--- config.mk ---
export PLATFORM = sky130hd
export DESIGN_NAME = dfg_seq_ctrl
export DESIGN_NICKNAME = d
export VERILOG_FILES = /design/src/rtl/dfg_seq_ctrl.sv
export SDC_FILE = /design/constraint.sdc
export NUM_CORES = 1
export LEC_CHECK = 0
export BUFFER_PORTS_ARGS = -buffer_cell sky130_fd_sc_hd__buf_4
export CORE_ASPECT_RATIO = 1.4
export CORE_UTILIZATION = 34
export CTS_CLUSTER_SIZE = 40
export DETAILED_ROUTE_END_ITERATION = 12
export HOLD_SLACK_MARGIN = 0.05
export MAX_ROUTING_LAYER = met4
export PLACE_DENSITY_LB_ADDON = 0.15
export RECOVER_POWER = 25
export SLEW_MARGIN = 20
export SYNTH_ARGS = -nofsm -noshare
export SYNTH_HDL_FRONTEND = slang
export SYNTH_SLANG_ARGS = --single-unit
export TNS_END_PERCENT = 5
--- constraint.sdc ---
create_clock -name Clk -period 3.9 [get_ports Clk]
set_input_delay 0.78 -clock Clk [delete_from_list [all_inputs] [get_ports Clk]]
set_output_delay 0.78 -clock Clk [all_outputs]
set_load 0.01 [all_outputs]
--- src/rtl/dfg_seq_ctrl.sv ---
// Group sequencer for DFG execution: steps a push/pop schedule ROM through
// DFG_Num DFGs of DFG_Len cycles each and drives both data-buffer ports.
module dfg_seq_ctrl #(
    parameter int ADWIDTH = 16,
    parameter int CWIDTH  = 8
) (
    input  logic               Clk,
    input  logic               Reset,
    input  logic               Group_Start,
    input  logic               Abort,
    input  logic [CWIDTH-1:0]  DFG_Num,
    input  logic [ADWIDTH-1:0] DFG_Len,
    output logic [ADWIDTH-1:0] Inst_Addr,
    input  logic [3:0]         Inst_Data,
    output logic [1:0]         DBuf0_Status,
    output logic [1:0]         DBuf1_Status,
    output logic               DBuf0_Push,
    output logic               DBuf0_Pop,
    output logic               DBuf1_Push,
    output logic               DBuf1_Pop,
    output logic               Busy,
    output logic               Group_Done
);

    typedef enum logic [2:0] {
        S_IDLE,
        S_LOAD,
        S_RUN,
        S_NEXT,
        S_DONE
    } state_e;

    localparam logic [1:0] ST_IDLE = 2'b00;
    localparam logic [1:0] ST_RUN  = 2'b01;
    localparam logic [1:0] ST_DONE = 2'b10;
    localparam logic [1:0] ST_NEXT = 2'b11;

    state_e             state_q,     state_d;
    logic [ADWIDTH-1:0] inst_addr_q, inst_addr_d;
    logic [CWIDTH-1:0]  num_q,       num_d;
    logic [ADWIDTH-1:0] len_q,       len_d;
    logic [CWIDTH-1:0]  dfg_cnt_q,   dfg_cnt_d;
    logic [ADWIDTH-1:0] cyc_cnt_q,   cyc_cnt_d;

    logic start_ok;
    logic last_cyc;
    logic more_dfg;

    assign start_ok = Group_Start && (DFG_Num != '0) && (DFG_Len != '0);
    assign last_cyc = (cyc_cnt_q == len_q - ADWIDTH'(1));
    // Widened by one bit so DFG_Num at its maximum value still compares correctly.
    assign more_dfg = ((CWIDTH+1)'(dfg_cnt_q) + (CWIDTH+1)'(1)) < (CWIDTH+1)'(num_q);

    // NOTE: every register uses <= so all flops update from pre-edge values;
    // the synchronous Reset clears the latched configuration as well.
    always_ff @(posedge Clk) begin
        if (Reset) begin
            state_q     <= S_IDLE;
            inst_addr_q <= '0;
            num_q       <= '0;
            len_q       <= '0;
            dfg_cnt_q   <= '0;
            cyc_cnt_q   <= '0;
        end else begin
            state_q     <= state_d;
            inst_addr_q <= inst_addr_d;
            num_q       <= num_d;
            len_q       <= len_d;
            dfg_cnt_q   <= dfg_cnt_d;
            cyc_cnt_q   <= cyc_cnt_d;
        end
    end

    // NOTE: state_d gets a default before the case so no latch is inferred.
    always_comb begin
        state_d = state_q;
        unique case (state_q)
            S_IDLE: if (start_ok) state_d = S_LOAD;
            S_LOAD: state_d = S_RUN;
            S_RUN:  if (last_cyc) state_d = more_dfg ? S_NEXT : S_DONE;
            S_NEXT: state_d = S_RUN;
            S_DONE: state_d = S_IDLE;
            default: state_d = S_IDLE;
        endcase
        if (Abort && (state_q != S_IDLE)) state_d = S_IDLE;
    end

    always_comb begin
        inst_addr_d = inst_addr_q;
        num_d       = num_q;
        len_d       = len_q;
        dfg_cnt_d   = dfg_cnt_q;
        cyc_cnt_d   = cyc_cnt_q;

        if ((state_q == S_IDLE) && start_ok) begin
            num_d       = DFG_Num;
            len_d       = DFG_Len;
            inst_addr_d = '0;
            dfg_cnt_d   = '0;
            cyc_cnt_d   = '0;
        end

        // The ROM answers one cycle late, so the address steps whenever the
        // following cycle is a RUN cycle; it holds across the NEXT gap.
        if (state_d == S_RUN) inst_addr_d = inst_addr_q + ADWIDTH'(1);

        if (state_q == S_RUN) cyc_cnt_d = cyc_cnt_q + ADWIDTH'(1);

        if (state_q == S_NEXT) begin
            dfg_cnt_d = dfg_cnt_q + CWIDTH'(1);
            cyc_cnt_d = '0;
        end
    end

    logic [1:0] status;
    logic [3:0] cmd;

    always_comb begin
        status = ST_IDLE;
        cmd    = '0;
        unique case (state_q)
            S_RUN: begin
                status = ST_RUN;
                cmd    = Inst_Data;
            end
            S_NEXT:  status = ST_NEXT;
            S_DONE:  status = ST_DONE;
            default: status = ST_IDLE;
        endcase
    end

    assign Inst_Addr    = inst_addr_q;
    assign DBuf0_Status = status;
    assign DBuf1_Status = status;
    assign DBuf1_Push   = cmd[3];
    assign DBuf1_Pop    = cmd[2];
    assign DBuf0_Push   = cmd[1];
    assign DBuf0_Pop    = cmd[0];
    assign Busy         = (state_q != S_IDLE);
    assign Group_Done   = (state_q == S_DONE);

endmodule

-- Word-level counts from Yosys, hierarchy flattened
Cells that the tools add are included.
- register bits after elaboration: 67
- bits in latches: 0
- bits in writable memories: 0
- ROM bits: 0
- word-level logic and storage cells: 43
- memories kept: 0
- $add $sub $neg: 5
- multipliers: 0
- divide/modulo/power cells: 0
- magnitude comparators: 1
- equality and inequality tests: 6
- shifts and indexed selects: 0
- multiplexer cells: 12
- bitwise logic cells: 0
- reduce and logical (&&, ||, !) cells: 13
- operators with widths (cell ; number):
    $mux W16 ; 3
    $add A16 B1 Y16 const B ; 2
    $eq A16 B16 Y1 ; 1
    $mux W8 ; 2
    $reduce_bool A16 Y1 ; 1
    $sub A16 B1 Y16 const B ; 1
    $mux W3 ; 4
    $add A8 B1 Y9 const B ; 1
    $eq A3 B2 Y1 const B ; 3
    $lt A9 B8 Y1 ; 1
    $pmux W3 S3 ; 1
    $add A8 B1 Y8 const B ; 1
    $reduce_bool A8 Y1 ; 1
    $pmux W2 S3 ; 1
    $reduce_bool A2 Y1 ; 3
    $logic_and A1 B1 Y1 ; 4
    $mux W4 ; 1
    $reduce_or A2 Y1 ; 2
    $eq A3 B1 Y1 const B ; 1
    $eq A3 B3 Y1 const B ; 1
    $logic_not A3 Y1 ; 1
    $reduce_bool A3 Y1 ; 1

-- Depth between registers and ports, before layout
- depth in word-level cells: 8
- gate-level depth with buffers: 13
- mapped depth without buffers: 12

-- Least setup slack after synthesis
Ideal clock, no wire load.
- path kind: reg-to-reg
- from: register dfg_cnt_q[0]
- to: register inst_addr_q[12] (netlist: Inst_Addr[12])
- setup time: 70 ps
- data arrival time: 2765 ps
- data required time: 3830 ps
- slack: 1064 ps
- stages on the path, launching flop included: 13
- buffers on the path: 0
- clock period less this slack: 2836 ps
- path through: dfxtp_1 -> ha_1 -> and3_1 -> nand3_1 -> xnor2_1 -> ha_1 -> a21oi_1 -> o221a_2 -> nand3_1 -> a21o_1 -> a21o_1 -> or4_1 -> a21oi_1
- word-level cells in the longest chain between the ends: 8
- elaborated cells between the ends (all ways): 9
- RTL lines (what ; line ; RTL):
    start: declaration ; 42 ; logic [CWIDTH-1:0] dfg_cnt_q, dfg_cnt_d;
    start signal: assignment ; 69 ; dfg_cnt_q <= dfg_cnt_d;
    $add A8 B1 Y9 * ; 52 ; assign more_dfg = ((CWIDTH+1)'(dfg_cnt_q) + (CWIDTH+1)'(1)) < (CWIDTH+1)'(num_q);
    $lt A9 B8 Y1 * ; 52 ;
    $mux W3 * (2 in series) ; 80 ; S_RUN: if (last_cyc) state_d = more_dfg ? S_NEXT : S_DONE;
    $pmux W3 S3 * ; 77 ; unique case (state_q)
    $mux W3 * ; 85 ; if (Abort && (state_q != S_IDLE)) state_d = S_IDLE;
    $eq A3 B2 Y1 * ; 105 ; if (state_d == S_RUN) inst_addr_d = inst_addr_q + ADWIDTH'(1);
    $mux W16 or $reduce_bool A2 Y1 (tied branches) ; n/a ;
    end signal: assignment ; 66 ; inst_addr_q <= inst_addr_d;
    end: declaration ; 39 ; logic [ADWIDTH-1:0] inst_addr_q, inst_addr_d;
Every way passes the cells marked *; elsewhere a longest branch is shown, timed or not.
A chain may end at the register's enable or synchronous reset.

-- Worst setup path in the final report
- from: register dfg_cnt_q[0]
- to: register inst_addr_q[14] (netlist: Inst_Addr[14])
The elaborated chain is that of the path after synthesis.

==> impl_metrics.toml <==
[clock_network]
hold_buffers = 0
post_cts_resized = 0
clk_latency_ns = 0.33
root_buffer = "clkbuf_16"
clock_path_buffers = 2
cts.clk_slew.worst_paths_ns = 0.06
post_cts_buffers = 0
cts.sinks = 67
htree_levels = 3
cts_tree = "yes"
cts_buffers = 9

[drt]
totalWireLength_mm = 9.95
ant_nets = 0
vias_per_cell = 5.41
drc_errors = 0
via_count = 3667
post_drt_wl_per_cell_um = 14.7
drt_first_pass_iters = 4
drtIter0Drc = 141

[final_layout]
seq_area_mm2 = 0.00134
drive_above_1_share = 0.140
fillers = 1165
final_cells = 678
final_nets = 575
multiInputGateArea_mm2 = 0.00234
final_area_mm2 = 0.00463
areaGrowthSynthToFinish_pct = 19.6
antenna_cells = 0

[floorplanning]
dieArea_mm2 = 0.0118
die_h_um = 128
boundaryPins = 58
coreArea_mm2 = 0.0110
fp.dieW_um = 92.2
rows = 45
initial_core_util = 0.353

[grt]
antenna_found_initial = 0
grt_overflow = 0
grt_start_max_net_pins = 40
track_usage = 0.189
grt_pass1_vias = 3512
grt_pass1_wl_mm = 17.0

[timing]
fin_crit_ns = 3.24
min_period_over_period = 0.832
rsz0062_at_grt = "no"
worst_pin_slew_ns = 0.771
max_freq_mhz = 308
finClkSkew_ns = 0.00595
fin_setup_tns_ns = 0
hold_viol = 0
setup_viol = 0
slew_viol_final = 0
slew_headroom = 0.486

[hold_path]
hold_path_class = "reg2reg"

[power]
p_leak_nw = 1.85
ir_drop_mv = 0.187
netSwitchingPower_mw = 0.458
power_frac_seq = 0.422
swShare = 0.264
p_per_area_mw_per_mm2 = 374
p_comb_frac = 0.138
clockPowerShare = 0.440
p_int_mw = 1.28

[synth]
ys_ff_latch = 67
synth_warnings = 0
syn_nets = 527
yosys_most_used_dff = "dfxtp_1"
synth_most_common_cell = "dfxtp_1"
synth.largest_area_cell = "dfxtp_1"
synthCells = 484
synth_sequential_area_ratio = 0.346
synth_edf_count = 0
syn_area_mm2 = 0.00387
synthTopCellsByCount = "67 x dfxtp_1, 58 x nor2_1, 32 x a21oi_1"
ys_types = 55
synthTopCellsByArea = "dfxtp_1 35%, mux2i_1 6.2%, nor2_1 5.6%"
synth_top_area_frac = 0.346
syn_area_per_cell_um2 = 8.00
synthArstFlopShare = 0

[outcome]
status = "complete, no violations"

[setup_path]
arrival_ns = 3.51
critPathLaunchType = "flip-flop"
required_ns = 4.17
end_kind = "flip-flop"
critPathKind = "reg2reg"
path_max_fanout = 14

[placed_design]
port_buffers = 57
place_congestion = 0.821
dp.cells = 662
hpwlAfterDp_mm = 7.46
dpl-instance-area_mm2 = 0.00441

[run]
cap_viol_max_count = 0
per-layer routing:
metal	GRT usage	vias to the layer above	share of wire
met5	-	-	0
met4	0.0892	0	0.025
met3	0.0356	19	0.024
met2	0.327	51	0.53
met1	0.207	1749	0.43
li1	-	1848	-
flip-flops by register name (all words and copies together), names as in the netlist:
name and flops:
Inst_Addr 16, cyc_cnt_q 16, len_q 16, dfg_cnt_q 8, num_q 8, state_q 3
final timing paths:
path | startpoint | end | slack (ns) | cells after the start
setup / recovery | dfg_cnt_q[0]$_SDFFE_PP0P_ | Inst_Addr[14]$_SDFFE_PP0P_ | 0.66 | 12
hold / removal | num_q[2]$_SDFFE_PP0P_ | num_q[2]$_SDFFE_PP0P_ | 0.49 | 2
setup reg to reg | dfg_cnt_q[0]$_SDFFE_PP0P_ | Inst_Addr[14]$_SDFFE_PP0P_ | 0.66 | 12
hold reg to reg | num_q[2]$_SDFFE_PP0P_ | num_q[2]$_SDFFE_PP0P_ | 0.49 | 2
cells in the final DEF (no fill, tap or decap), drive strengths merged, types with 10 or more instances in the layout:
cell type	synthesis	final
dfxtp	67	67
nor2	58	58
buf	7	45
a21oi	32	32
nand2	30	30
clkbuf	19	30
nand3	27	27
mux2i	24	24
o21ai	24	24
inv	21	21
xnor2	16	16
nand4	15	15
xor2	12	12
nor3	12	12
ha	11	11
nor4	11	11
and2	10	10
power groups by stage:
stage	combinational, mW	sequential (mW)	clock (mW)
6_report	0.239	0.732	0.762
5_1_grt	0.268	0.736	0.823
2_1_floorplan	0.174	0.733	0
4_1_cts	0.241	0.731	0.787
3_5_place_dp	0.240	0.747	0
3_3_place_gp	0.235	0.746	0
worst max-delay path: stages, from the launching register on:
cell     delay (ns)
dfxtp_1        0.37
ha_1           0.22
and3_1         0.25
nand3_1        0.21
xnor2_1        0.18
ha_1           0.29
a21oi_1        0.18
o221a_2        0.23
nand3_1        0.07
a21o_1         0.19
a21o_1         0.29
or4_1          0.54
a21oi_1        0.15
kinds of logic (layout without fill, tap and decap cells):
kind of cell,after synthesis,in the layout,synth area share
multiplexers,25,25,0.0650
flip-flops,67,67,0.346
AO/OA/AOI/OAI,97,97,0.159
buffers and inverters,47,100,0.0488
XOR/XNOR,28,28,0.0633
adder cells (fa/ha/maj),11,11,0.0356
AND/OR/NAND/NOR,209,209,0.282
final cells by class:
type | count | area share
multi-input combinational | 370 | 0.506
clock inverter | 4 | 0.00541
clock buffer | 12 | 0.0554
timing repair buffer | 63 | 0.0884
tap | 141 | 0.0381
inverter | 21 | 0.0170
sequential | 67 | 0.290
through the flow:
step	util	hold WS [ns]	power, mW	setup slack, ns
after floorplan	-	0.454	0.907	1.06
after global placement	0.402	0.479	0.981	0.750
after detailed placement	0.402	0.482	0.986	0.693
after CTS	0.427	0.489	1.76	0.666
after global routing	0.422	0.504	1.83	0.298
final	0.422	0.491	1.73	0.656
No activity file was read; power rests on OpenSTA's default activity.
